`src/rtl/cache_fill_pkg.sv`:
```
// cache_fill_pkg: shared types and helpers for the cache miss fill controller.
// Holds the FSM state enum, block-offset sizing and the block-base address mask.
package cache_fill_pkg;

    typedef enum logic [1:0] {
        IDLE  = 2'd0,
        ISSUE = 2'd1,
        DRAIN = 2'd2
    } fill_state_t;

    localparam int unsigned DEFAULT_BLOCK_WORDS = 8;

    // Byte-offset bits inside one block of 16-bit words: log2(words) + 1.
    function automatic int unsigned offset_bits(input int unsigned block_words);
        return $clog2(block_words) + 1;
    endfunction

    localparam int unsigned OFFSET_BITS = offset_bits(DEFAULT_BLOCK_WORDS);

    // Clears the in-block byte offset so the fill always starts at word 0.
    function automatic logic [31:0] block_base(input logic [31:0] addr,
                                               input int unsigned off_bits);
        return addr & ~((32'd1 << off_bits) - 32'd1);
    endfunction

endpackage

```
`src/rtl/fill_counter.sv`:
```
// fill_counter: clear-and-increment counter with a terminal-value flag.
// Used once for issued requests and once for received words of a fill.
module fill_counter #(
    parameter int unsigned WIDTH    = 4,
    parameter int unsigned TERMINAL = 7
) (
    input  logic             clk,
    input  logic             rst_n,
    input  logic             clear,
    input  logic             incr,
    output logic [WIDTH-1:0] count,
    output logic             at_terminal
);

    assign at_terminal = (count == WIDTH'(TERMINAL));

    // Count register: clear wins over increment so a new fill always starts at 0.
    // NOTE: clocked state uses non-blocking (<=) so every flop samples pre-edge values.
    always_ff @(posedge clk or negedge rst_n) begin
        if (!rst_n) begin
            count <= '0;
        end else if (clear) begin
            count <= '0;
        end else if (incr) begin
            count <= count + WIDTH'(1);
        end
    end

endmodule

```
`src/rtl/cache_fill_fsm.sv`:
```
// cache_fill_fsm: miss-handling controller. Latches the block base on a miss,
// issues one memory read per cycle for every word of the block, steers the
// returning words into the data array and writes the tag after the last word.
// Optional build macro CACHE_FILL_PERF_CNT_EN adds a saturating fill_count output.
module cache_fill_fsm
    import cache_fill_pkg::*;
#(
    parameter int unsigned ADDR_WIDTH  = 16,
    parameter int unsigned BLOCK_WORDS = 8
) (
    input  logic                           clk,
    input  logic                           rst_n,
    input  logic                           miss_detected,
    input  logic [ADDR_WIDTH-1:0]          miss_address,
    input  logic [15:0]                    mem_data_in,
    input  logic                           mem_data_valid,
    output logic                           fsm_busy,
    output logic                           mem_enable,
    output logic [ADDR_WIDTH-1:0]          memory_address,
    output logic                           write_data_array,
    output logic [$clog2(BLOCK_WORDS)-1:0] cache_word_sel,
    output logic [15:0]                    cache_data_out,
    output logic                           write_tag_array
`ifdef CACHE_FILL_PERF_CNT_EN
   ,output logic [15:0]                    fill_count
`endif
);

    localparam int unsigned OFF_W = offset_bits(BLOCK_WORDS);
    localparam int unsigned SEL_W = OFF_W - 1;

    fill_state_t            state;
    fill_state_t            state_next;
    logic [ADDR_WIDTH-1:0]  base_q;
    logic [OFF_W-1:0]       issue_cnt;
    logic [OFF_W-1:0]       recv_cnt;
    logic                   issue_last;
    logic                   recv_last;
    logic                   fill_start;
    logic                   issue_fire;
    logic                   recv_accept;

    // Responses only count while a fill is active; stale ones after reset are dropped.
    assign fill_start  = (state == IDLE) && miss_detected;
    assign issue_fire  = (state == ISSUE);
    assign recv_accept = (state != IDLE) && mem_data_valid;

    fill_counter #(
        .WIDTH    (OFF_W),
        .TERMINAL (BLOCK_WORDS - 1)
    ) u_issue_cnt (
        .clk         (clk),
        .rst_n       (rst_n),
        .clear       (fill_start),
        .incr        (issue_fire),
        .count       (issue_cnt),
        .at_terminal (issue_last)
    );

    fill_counter #(
        .WIDTH    (OFF_W),
        .TERMINAL (BLOCK_WORDS - 1)
    ) u_recv_cnt (
        .clk         (clk),
        .rst_n       (rst_n),
        .clear       (fill_start),
        .incr        (recv_accept),
        .count       (recv_cnt),
        .at_terminal (recv_last)
    );

    // State register.
    always_ff @(posedge clk or negedge rst_n) begin
        if (!rst_n) begin
            state <= IDLE;
        end else begin
            state <= state_next;
        end
    end

    // Next-state logic: issue all words, then wait for the last response.
    // NOTE: state_next takes a default first so no path through the case infers a latch.
    always_comb begin
        state_next = state;
        unique case (state)
            IDLE: begin
                if (miss_detected) begin
                    state_next = ISSUE;
                end
            end
            ISSUE: begin
                if (issue_last) begin
                    state_next = DRAIN;
                end
            end
            DRAIN: begin
                // The MSB guard only matters if the count ever overshoots; it then forces a clean exit.
                if ((recv_accept && recv_last) || recv_cnt[OFF_W-1]) begin
                    state_next = IDLE;
                end
            end
            default: state_next = IDLE;
        endcase
    end

    // Request-side outputs decoded from the current state.
    always_comb begin
        mem_enable     = issue_fire;
        memory_address = '0;
        if (issue_fire) begin
            memory_address = base_q + ADDR_WIDTH'({issue_cnt, 1'b0});
        end
        fsm_busy = (state != IDLE) | write_tag_array;
    end

    // Block base is captured once per fill; later misses are ignored until IDLE.
    always_ff @(posedge clk or negedge rst_n) begin
        if (!rst_n) begin
            base_q <= '0;
        end else if (fill_start) begin
            base_q <= ADDR_WIDTH'(block_base(32'(miss_address), OFF_W));
        end
    end

    // Write-side registers: each accepted response becomes a data-array write next cycle.
    always_ff @(posedge clk or negedge rst_n) begin
        if (!rst_n) begin
            cache_data_out   <= '0;
            cache_word_sel   <= '0;
            write_data_array <= 1'b0;
            write_tag_array  <= 1'b0;
        end else begin
            write_data_array <= recv_accept;
            write_tag_array  <= recv_accept && recv_last;
            if (recv_accept) begin
                cache_data_out <= mem_data_in;
                cache_word_sel <= recv_cnt[SEL_W-1:0];
            end
        end
    end

`ifdef CACHE_FILL_PERF_CNT_EN
    // Completed-fill counter, saturating at all-ones.
    always_ff @(posedge clk or negedge rst_n) begin
        if (!rst_n) begin
            fill_count <= '0;
        end else if (write_tag_array && (fill_count != 16'hFFFF)) begin
            fill_count <= fill_count + 16'd1;
        end
    end
`endif

endmodule

```
`config.mk`:
```
export PLATFORM = sky130hd
export DESIGN_NAME = cache_fill_fsm
export DESIGN_NICKNAME = d
export VERILOG_FILES = /design/src/rtl/cache_fill_pkg.sv /design/src/rtl/fill_counter.sv /design/src/rtl/cache_fill_fsm.sv
export SDC_FILE = /design/constraint.sdc
export NUM_CORES = 1
export LEC_CHECK = 0
export CAP_MARGIN = 20
export CORE_MARGIN = 8
export CORE_UTILIZATION = 45
export DETAILED_ROUTE_END_ITERATION = 8
export PLACE_DENSITY = 0.81
export REMOVE_ABC_BUFFERS = 1
export SLEW_MARGIN = 20
export SYNTH_ARGS = -nofsm -noshare
export SYNTH_HDL_FRONTEND = slang
export SYNTH_HIERARCHICAL = 1
export SYNTH_SLANG_ARGS = --single-unit
```
`constraint.sdc`:
```
create_clock -name clk -period 3 [get_ports clk]
set_input_delay 0.3 -clock clk [delete_from_list [all_inputs] [get_ports clk]]
set_output_delay 0.3 -clock clk [all_outputs]
set_load 0.02 [all_outputs]
```
Yosys cells after proc, flatten, opt, wreduce, memory -nomap -nowiden:

Cells that the tools add are included.

* $add $sub $neg: 3
* equality and inequality tests: 7
* multiplexer cells: 9
* bitwise gates (word level): 1
* reduce and logical (&&, ||, !) cells: 9

Operators by type and width (number)
* $add A16 B5 Y16: 1
* $mux W16: 1
* $mux W4: 4
* $add A4 B1 Y4 const B: 2
* $eq A4 B3 Y1 const B: 2
* $mux W2: 3
* $pmux W2 S3: 1
* $reduce_bool A2 Y1: 3
* $ne A2 B2 Y1 const B: 2
* $logic_and A1 B1 Y1: 3
* $reduce_and A3 Y1: 1
* $eq A2 B1 Y1 const B: 1
* $eq A2 B2 Y1 const B: 1
* $logic_not A2 Y1: 1
* $ne A2 B1 Y1 const B: 1
* $logic_or A1 B1 Y1: 1
* $or A1 B1 Y1: 1

* bits in registers: 43
* bits of input ports: 36
* output and inout bits: 39
* word-level logic and storage cells: 37

Logic depth before layout (Yosys ltp):

Gate-level depths: netlist of the first run.

* word-level depth: 6
* gate-level depth with buffers: 5
* mapped depth without buffers: 5

Modules after synthesis:

Netlist of the first run, hierarchy kept.

Modules (own cells, without submodules)
* cache_fill_fsm: times used 1, cells an instance 130, area each 1621.6 µm², seq. area each 875.8 µm²
* fill_counter: times used 2, cells an instance 18, area each 200.2 µm², seq. area each 100.1 µm²

Worst setup path after synthesis of the first run:

Ideal clock, no wire load.

* path kind: register -> output
* from: reg u_issue_cnt.count[3]
* to: out memory_address[10]
* data arrival time: 1.643 ns
* required time: 2.700 ns
* setup slack: 1.057 ns
* stages on the path, launching flop included: 6
* path buffers: 0
* path through: dfrtp_1 -> ha_1 -> ha_1 -> inv_1 -> or3_2 -> a21oi_1

* cells in the longest elaborated chain, start to end: 2

Ends and longest elaborated chain
* from (decl): RTL line fill_counter.sv:11 `output logic [WIDTH-1:0] count,`
* from (signal assigned): RTL line fill_counter.sv:25 `count <= count + WIDTH'(1);`
* $add A16 B5 Y16: RTL line cache_fill_fsm.sv:111 `memory_address = base_q + ADDR_WIDTH'({issue_cnt, 1'b0});`
* $mux W16: RTL line cache_fill_fsm.sv:110 `if (issue_fire) begin`
* to (decl): RTL line cache_fill_fsm.sv:19 `output logic [ADDR_WIDTH-1:0] memory_address,`

Every way passes these cells.

Worst setup path after layout of the first run:

* from: reg u_issue_cnt.count[3]
* to: out memory_address[12]

Same word-level chain as after synthesis.

==> impl_metrics.ini, run 1 <==
[floorplanning]
die_x_um = 83.03
num_rows = 24
dieArea_mm2 = 0.006894
start_util_pct = 46.44
ios = 75
core_mm2 = 0.004354
die_h_um = 83.03

[min_path]
hp-class = in -> async

[logic_synthesis]
synth_commonest_cells = dfrtp_1 (43), mux2_2 (30), nor2_1 (11)
synth_edf_count = 0
syn_inst = 166
ys_types = 35
ys.flop_type = dfrtp_1
yosysSeqAreaShare_pct = 53.22
synth_seq_cells = 43
synth_largest_area_cell = dfrtp_1
netlist_area_mm2 = 0.002022
post-synth-top-count-cell = dfrtp_1
syn_avg_cell_area_um2 = 12.18
yosys_warnings = 6
netlist.area_leader.share_pct = 53.22
async_flop_share_pct = 100.0
synthTopCellsByArea = dfrtp_1 (53%), mux2_2 (17%), ha_1 (2.5%)

[critical_path]
cp-startpoint = u_issue_cnt/count[3]$_DFFE_PN0P_
r2r_start = state[1]$_DFFE_PN0P_
crit_arrival_ps = 2530
worstPathRequired_ps = 2700
worstSetupEndpointType = primary output
worstReg2RegEnd = u_recv_cnt/count[3]$_DFFE_PN0P_
critPathCapture = memory_address[12]
startpoint_type = flop
reg2reg_slack_ps = 820
worstPathMaxFanout = 4
worst-setup-path-type = reg -> out
rr_worst_depth = 4

[global_routing]
gr-total-overflow = 0
grt_max_degree = 44
grt_pass1_wl_um = 7769
grt_pass1_vias = 1622
grt.total_usage_pct = 13.55
antenna_found_initial = 0

[cts]
max-clock-path-buffers = 2
cts.htree.levels = 2
cts_inserted_buffers = 5
cts-root-buf = clkbuf_8
cts_tree = built
clk_pin_slew_worst_paths_ps = 80
cts_setup_buffers = 0
clock_sinks = 43
clk-insertion-delay-late_ps = 290

[timing]
setup_tns_ps = 0
min_period_ps = 2827
period_share_pct = 94.23
final-hold-violation-count = 0
holdWs_ps = 408.6
setup_viol = 0
worstMarginPinSlew_ps = 951.3
fin_ws_ps = 173.2
relSlewSlack_pct = 36.57
clock_skew_ps = 7.061
drv_slew = 0
fmax_mhz = 353.8
grt_setup_unrepaired = no

[cells_and_area]
syn_to_final_growth_pct = 43.50
seq_area_mm2 = 0.001076
multi_input_area_um2 = 897.1
utilization_pct = 66.64
diodes = 0
nets = 280
final_area_mm2 = 0.002902
drive_gt1_share_pct = 20.75
stdcell_count = 293
fillers = 373

[detailed_routing]
drt_iter0_markers = 46
num_vias = 1529
wl_met2_um = 1846
wl_per_cell_um = 15.23
drc = 0
wl_met1_um = 2005
dr.pass1.iters = 4
highest_layer = met4
ant_nets = 0
totalWireLength_um = 4461
avgViaCountPerCell = 5.218
wl_met3_um = 574

[pwr]
p_total_mw = 3.093
vdd_drop_max_mv = 0.6413
powerDensity_mw_per_mm2 = 1066
p_leak_nw = 1.207

[placement]
dp_hpwl_um = 3299
post-place-ws_ps = 468.4
dp.cells = 283
gp_congestion = 0.7955
placed_area_mm2 = 0.002754
port_buffers = 69

[run]
maxCapViolations = 0

[status]
status = finished clean
## how the worst min path moves through the flow
stage,endpoint,slack (ps)
final,base_q[15]$_DFFE_PN0P_,410
after CTS,base_q[15]$_DFFE_PN0P_,180
after detailed placement,cache_data_out[8]$_DFFE_PN0N_,490
after global placement,cache_data_out[10]$_DFFE_PN0N_,490
after floorplan,base_q[10]$_DFFE_PN0P_,4
after global routing,cache_word_sel[2]$_DFFE_PN0N_,420
## state kept, by name, summed over array words and instances, names as in the netlist
register	flops
cache_data_out	16
base_q	12
u_issue_cnt/count	4
u_recv_cnt/count	4
cache_word_sel	3
state	2
write_data_array	1
write_tag_array	1
## routing by layer
metal	GRT usage (%)	vias to the layer above
met1	16.23	722
met5	0	-
met2	18.81	67
li1	-	736
met4	4.313	0
met3	9.277	4
## power by group
part	switching (mW)	internal, mW	total [mW]
Sequential	0.216	0.831	1.05
Combinational	0.756	0.829	1.59
Clock	0.192	0.269	0.461
Total	1.16	1.93	3.09
## cells by family (layout without fill, tap and decap cells)
| logic type | after synthesis | count (layout) | synth area share (%) |
|---|---|---|---|
| AND/OR/NAND/NOR | 46 | 46 | 12.81 |
| flip-flops | 43 | 43 | 53.22 |
| multiplexers | 34 | 34 | 19.18 |
| AO/OA/AOI/OAI | 23 | 23 | 7.364 |
| buffers and inverters | 10 | 85 | 2.598 |
| XOR/XNOR | 5 | 5 | 2.166 |
| adder cells (fa/ha/maj) | 4 | 4 | 2.475 |
| other | 1 | 1 | 0.1855 |
## timing repair
item                                   4_1_cts  5_1_grt
endpoints found under the hold margin        0       10
setup endpoints to repair                    0        0
hold buffers                                 0        1
resized for setup                            0        0
## layout make-up
type	count	area share (%)
inverter	4	0.5175
sequential	43	37.08
timing repair buffer	73	25.18
clock buffer	6	2.846
multi-input combinational	113	30.92
tap	52	2.242
clock inverter	2	1.207
## cells in the final DEF (no fill, tap or decap), types with 2 or more instances in the layout
master	instances
o21ai_0	3
mux2i_1	2
nand3b_1	2
clkbuf_8	6
or3_1	2
nand2_1	6
dfrtp_1	43
mux2_2	30
inv_1	4
xnor2_1	3
nand4_1	3
mux2_4	2
nand3_1	5
o21a_1	2
clkdlybuf4s50_1	68
a21oi_1	8
o31ai_1	4
a21bo_2	2
ha_1	4
or4_1	4
nor2b_1	2
buf_4	2
and2_1	6
nor2_1	11
xor2_1	2
## critical path, cell delays in order, from the launching register on
cell	delay (ps)
dfrtp_1	400
ha_1	240
ha_1	250
nand2_1	120
or4_1	410
a21oi_1	180
clkdlybuf4s50_1	650
No activity file was read; power rests on OpenSTA's default activity.
==> run 2: changes to the inputs <==
--- a/config.mk
+++ b/config.mk
@@ -9,7 +9,7 @@
 export CORE_MARGIN = 8
 export CORE_UTILIZATION = 45
 export DETAILED_ROUTE_END_ITERATION = 8
-export PLACE_DENSITY = 0.81
+export PLACE_DENSITY = 0.87
 export REMOVE_ABC_BUFFERS = 1
 export SLEW_MARGIN = 20
 export SYNTH_ARGS = -nofsm -noshare
==> impl_metrics.ini, run 2 (synthesized netlist as in run 1, its figures left out) <==
[critical_path]
crit_arrival_ps = 2490
cp_slowest_stage_delay_ps = 630
worstPathMaxFanout = 4
worstPathRequired_ps = 2700
cpLargestDelayFamily = buffers and inverters
path_cells = ha_1 > ha_1 > nand2_1 > or4_1 > a21oi_1 > clkdlybuf4s50_1
cp.buffers_inverters = 1
startpoint_type = flop
cp_slowest_cell = clkdlybuf4s50_1
worstSetupEndpointType = primary output
worst-setup-path-type = reg -> out
critPathMostFrequentCell = ha_1

[placement]
gp_congestion = 0.7174
port_buffers = 69
dp_hpwl_um = 3316

[cells_and_area]
utilization_pct = 65.95
layout.cells.most_common_list = clkdlybuf4s50_1 (68), dfrtp_1 (43), mux2_2 (30)
nets = 280
diodes = 0
final_common_cell = clkdlybuf4s50_1
largest-register = cache_data_out
largest_register_ffs = 16
reg_top3 = cache_data_out (16), base_q (12)
syn_to_final_growth_pct = 42.02
drive_gt1_share_pct = 20.42

[detailed_routing]
num_vias = 1528
wl_per_cell_um = 15.42
totalWireLength_um = 4502
drt_iter0_markers = 30
dr.pass1.iters = 4
avgViaCountPerCell = 5.233
ant_nets = 0
drc = 0

[pwr]
powerDensity_mw_per_mm2 = 1048
p_leak_nw = 1.193
vdd_drop_max_mv = 0.6056

[cts]
ctsHoldBuffers = 0
clk_pin_slew_worst_paths_ps = 80
clock_sinks = 43
cts.htree.levels = 2
cts_tree = built
max-clock-path-buffers = 2
cts-root-buf = clkbuf_8
clk-insertion-delay-late_ps = 290
cts_setup_buffers = 0
cts_inserted_buffers = 5
cts_resized = 0

[floorplanning]
die_x_um = 83.03
num_rows = 24
dieArea_mm2 = 0.006894
core_mm2 = 0.004354
ios = 75
start_util_pct = 46.44
die_h_um = 83.03

[status]
status = finished clean

[timing]
clock_skew_ps = 4.518
min_period_ps = 2793
fmax_mhz = 358.1
relSlewSlack_pct = 35.17
drv_slew = 0
worstMarginPinSlew_ps = 972.3
setup_tns_ps = 0
holdWs_ps = 443.8
period_share_pct = 93.09
final-hold-violation-count = 0
grt_setup_unrepaired = no
setup_viol = 0

[run]
maxCapViolations = 0

[global_routing]
grt.total_usage_pct = 12.83
grt_pass1_vias = 1647
antenna_found_initial = 0
grt_pass1_wl_um = 7383
grt_max_degree = 44
gr-total-overflow = 0

[min_path]
hp-class = in -> async
-- run 2: area by class of cell --
cell class / count / area [um^2]
clock buffer: 6 / 82.58
clock inverter: 1 / 5.005
fill: 332 / 1483
inverter: 4 / 15.01
multi-input combinational: 113 / 897.1
sequential: 43 / 1076
tap: 52 / 65.06
timing repair buffer: 73 / 730.7
-- run 2: worst paths after layout --
kind	from	to	slack, ps	depth (start not counted)
min	rst_n	cache_data_out[10]$_DFFE_PN0N_	440	2
max	u_issue_cnt/count[3]$_DFFE_PN0P_	memory_address[12]	210	6
max in group asynchronous	rst_n	base_q[9]$_DFFE_PN0P_	2080	3
min reg2reg	cache_data_out[3]$_DFFE_PN0N_	cache_data_out[3]$_DFFE_PN0N_	510	1
min in group clk	cache_data_out[3]$_DFFE_PN0N_	cache_data_out[3]$_DFFE_PN0N_	510	1
max reg2reg	state[1]$_DFFE_PN0P_	u_recv_cnt/count[3]$_DFFE_PN0P_	790	4
-- run 2: routing by layer --
| metal | share of wire [%] | vias up | GRT usage (%) |
|---|---|---|---|
| met3 | 15 | 6 | 9.570 |
| met1 | 37 | 728 | 12.66 |
| li1 | - | 734 | - |
| met4 | 1.2 | 0 | 4.313 |
| met2 | 47 | 60 | 20.37 |
| met5 | 0 | - | 0 |
-- run 2: per-stage QoR --
step | std cells | area [um^2] | setup slack [ps] | power, mW
after floorplan | 160 | 1984 | 103.9 | 1.932
after global placement | 283 | 2754 | 558.2 | 2.611
after detailed placement | 283 | 2754 | 526.2 | 2.658
after CTS | 290 | 2841 | 190.1 | 3.042
after global routing | 292 | 2872 | 66.86 | 3.211
final | 292 | 2872 | 207.2 | 3.008
-- run 2: worst reg2reg max path: cells and delay by family (launching register included) --
| kind | cells | cell delay [ps] |
|---|---|---|
| buf+inv | 1 | 350 |
| compound gates | 1 | 790 |
| simple gates | 1 | 220 |
| flops | 1 | 440 |
| mux | 1 | 310 |
-- run 2: power by group --
group          total (mW)  internal [mW]  switching (mW)
clock               0.369          0.181           0.188
combinational        1.60          0.830           0.769
sequential           1.04          0.831           0.210
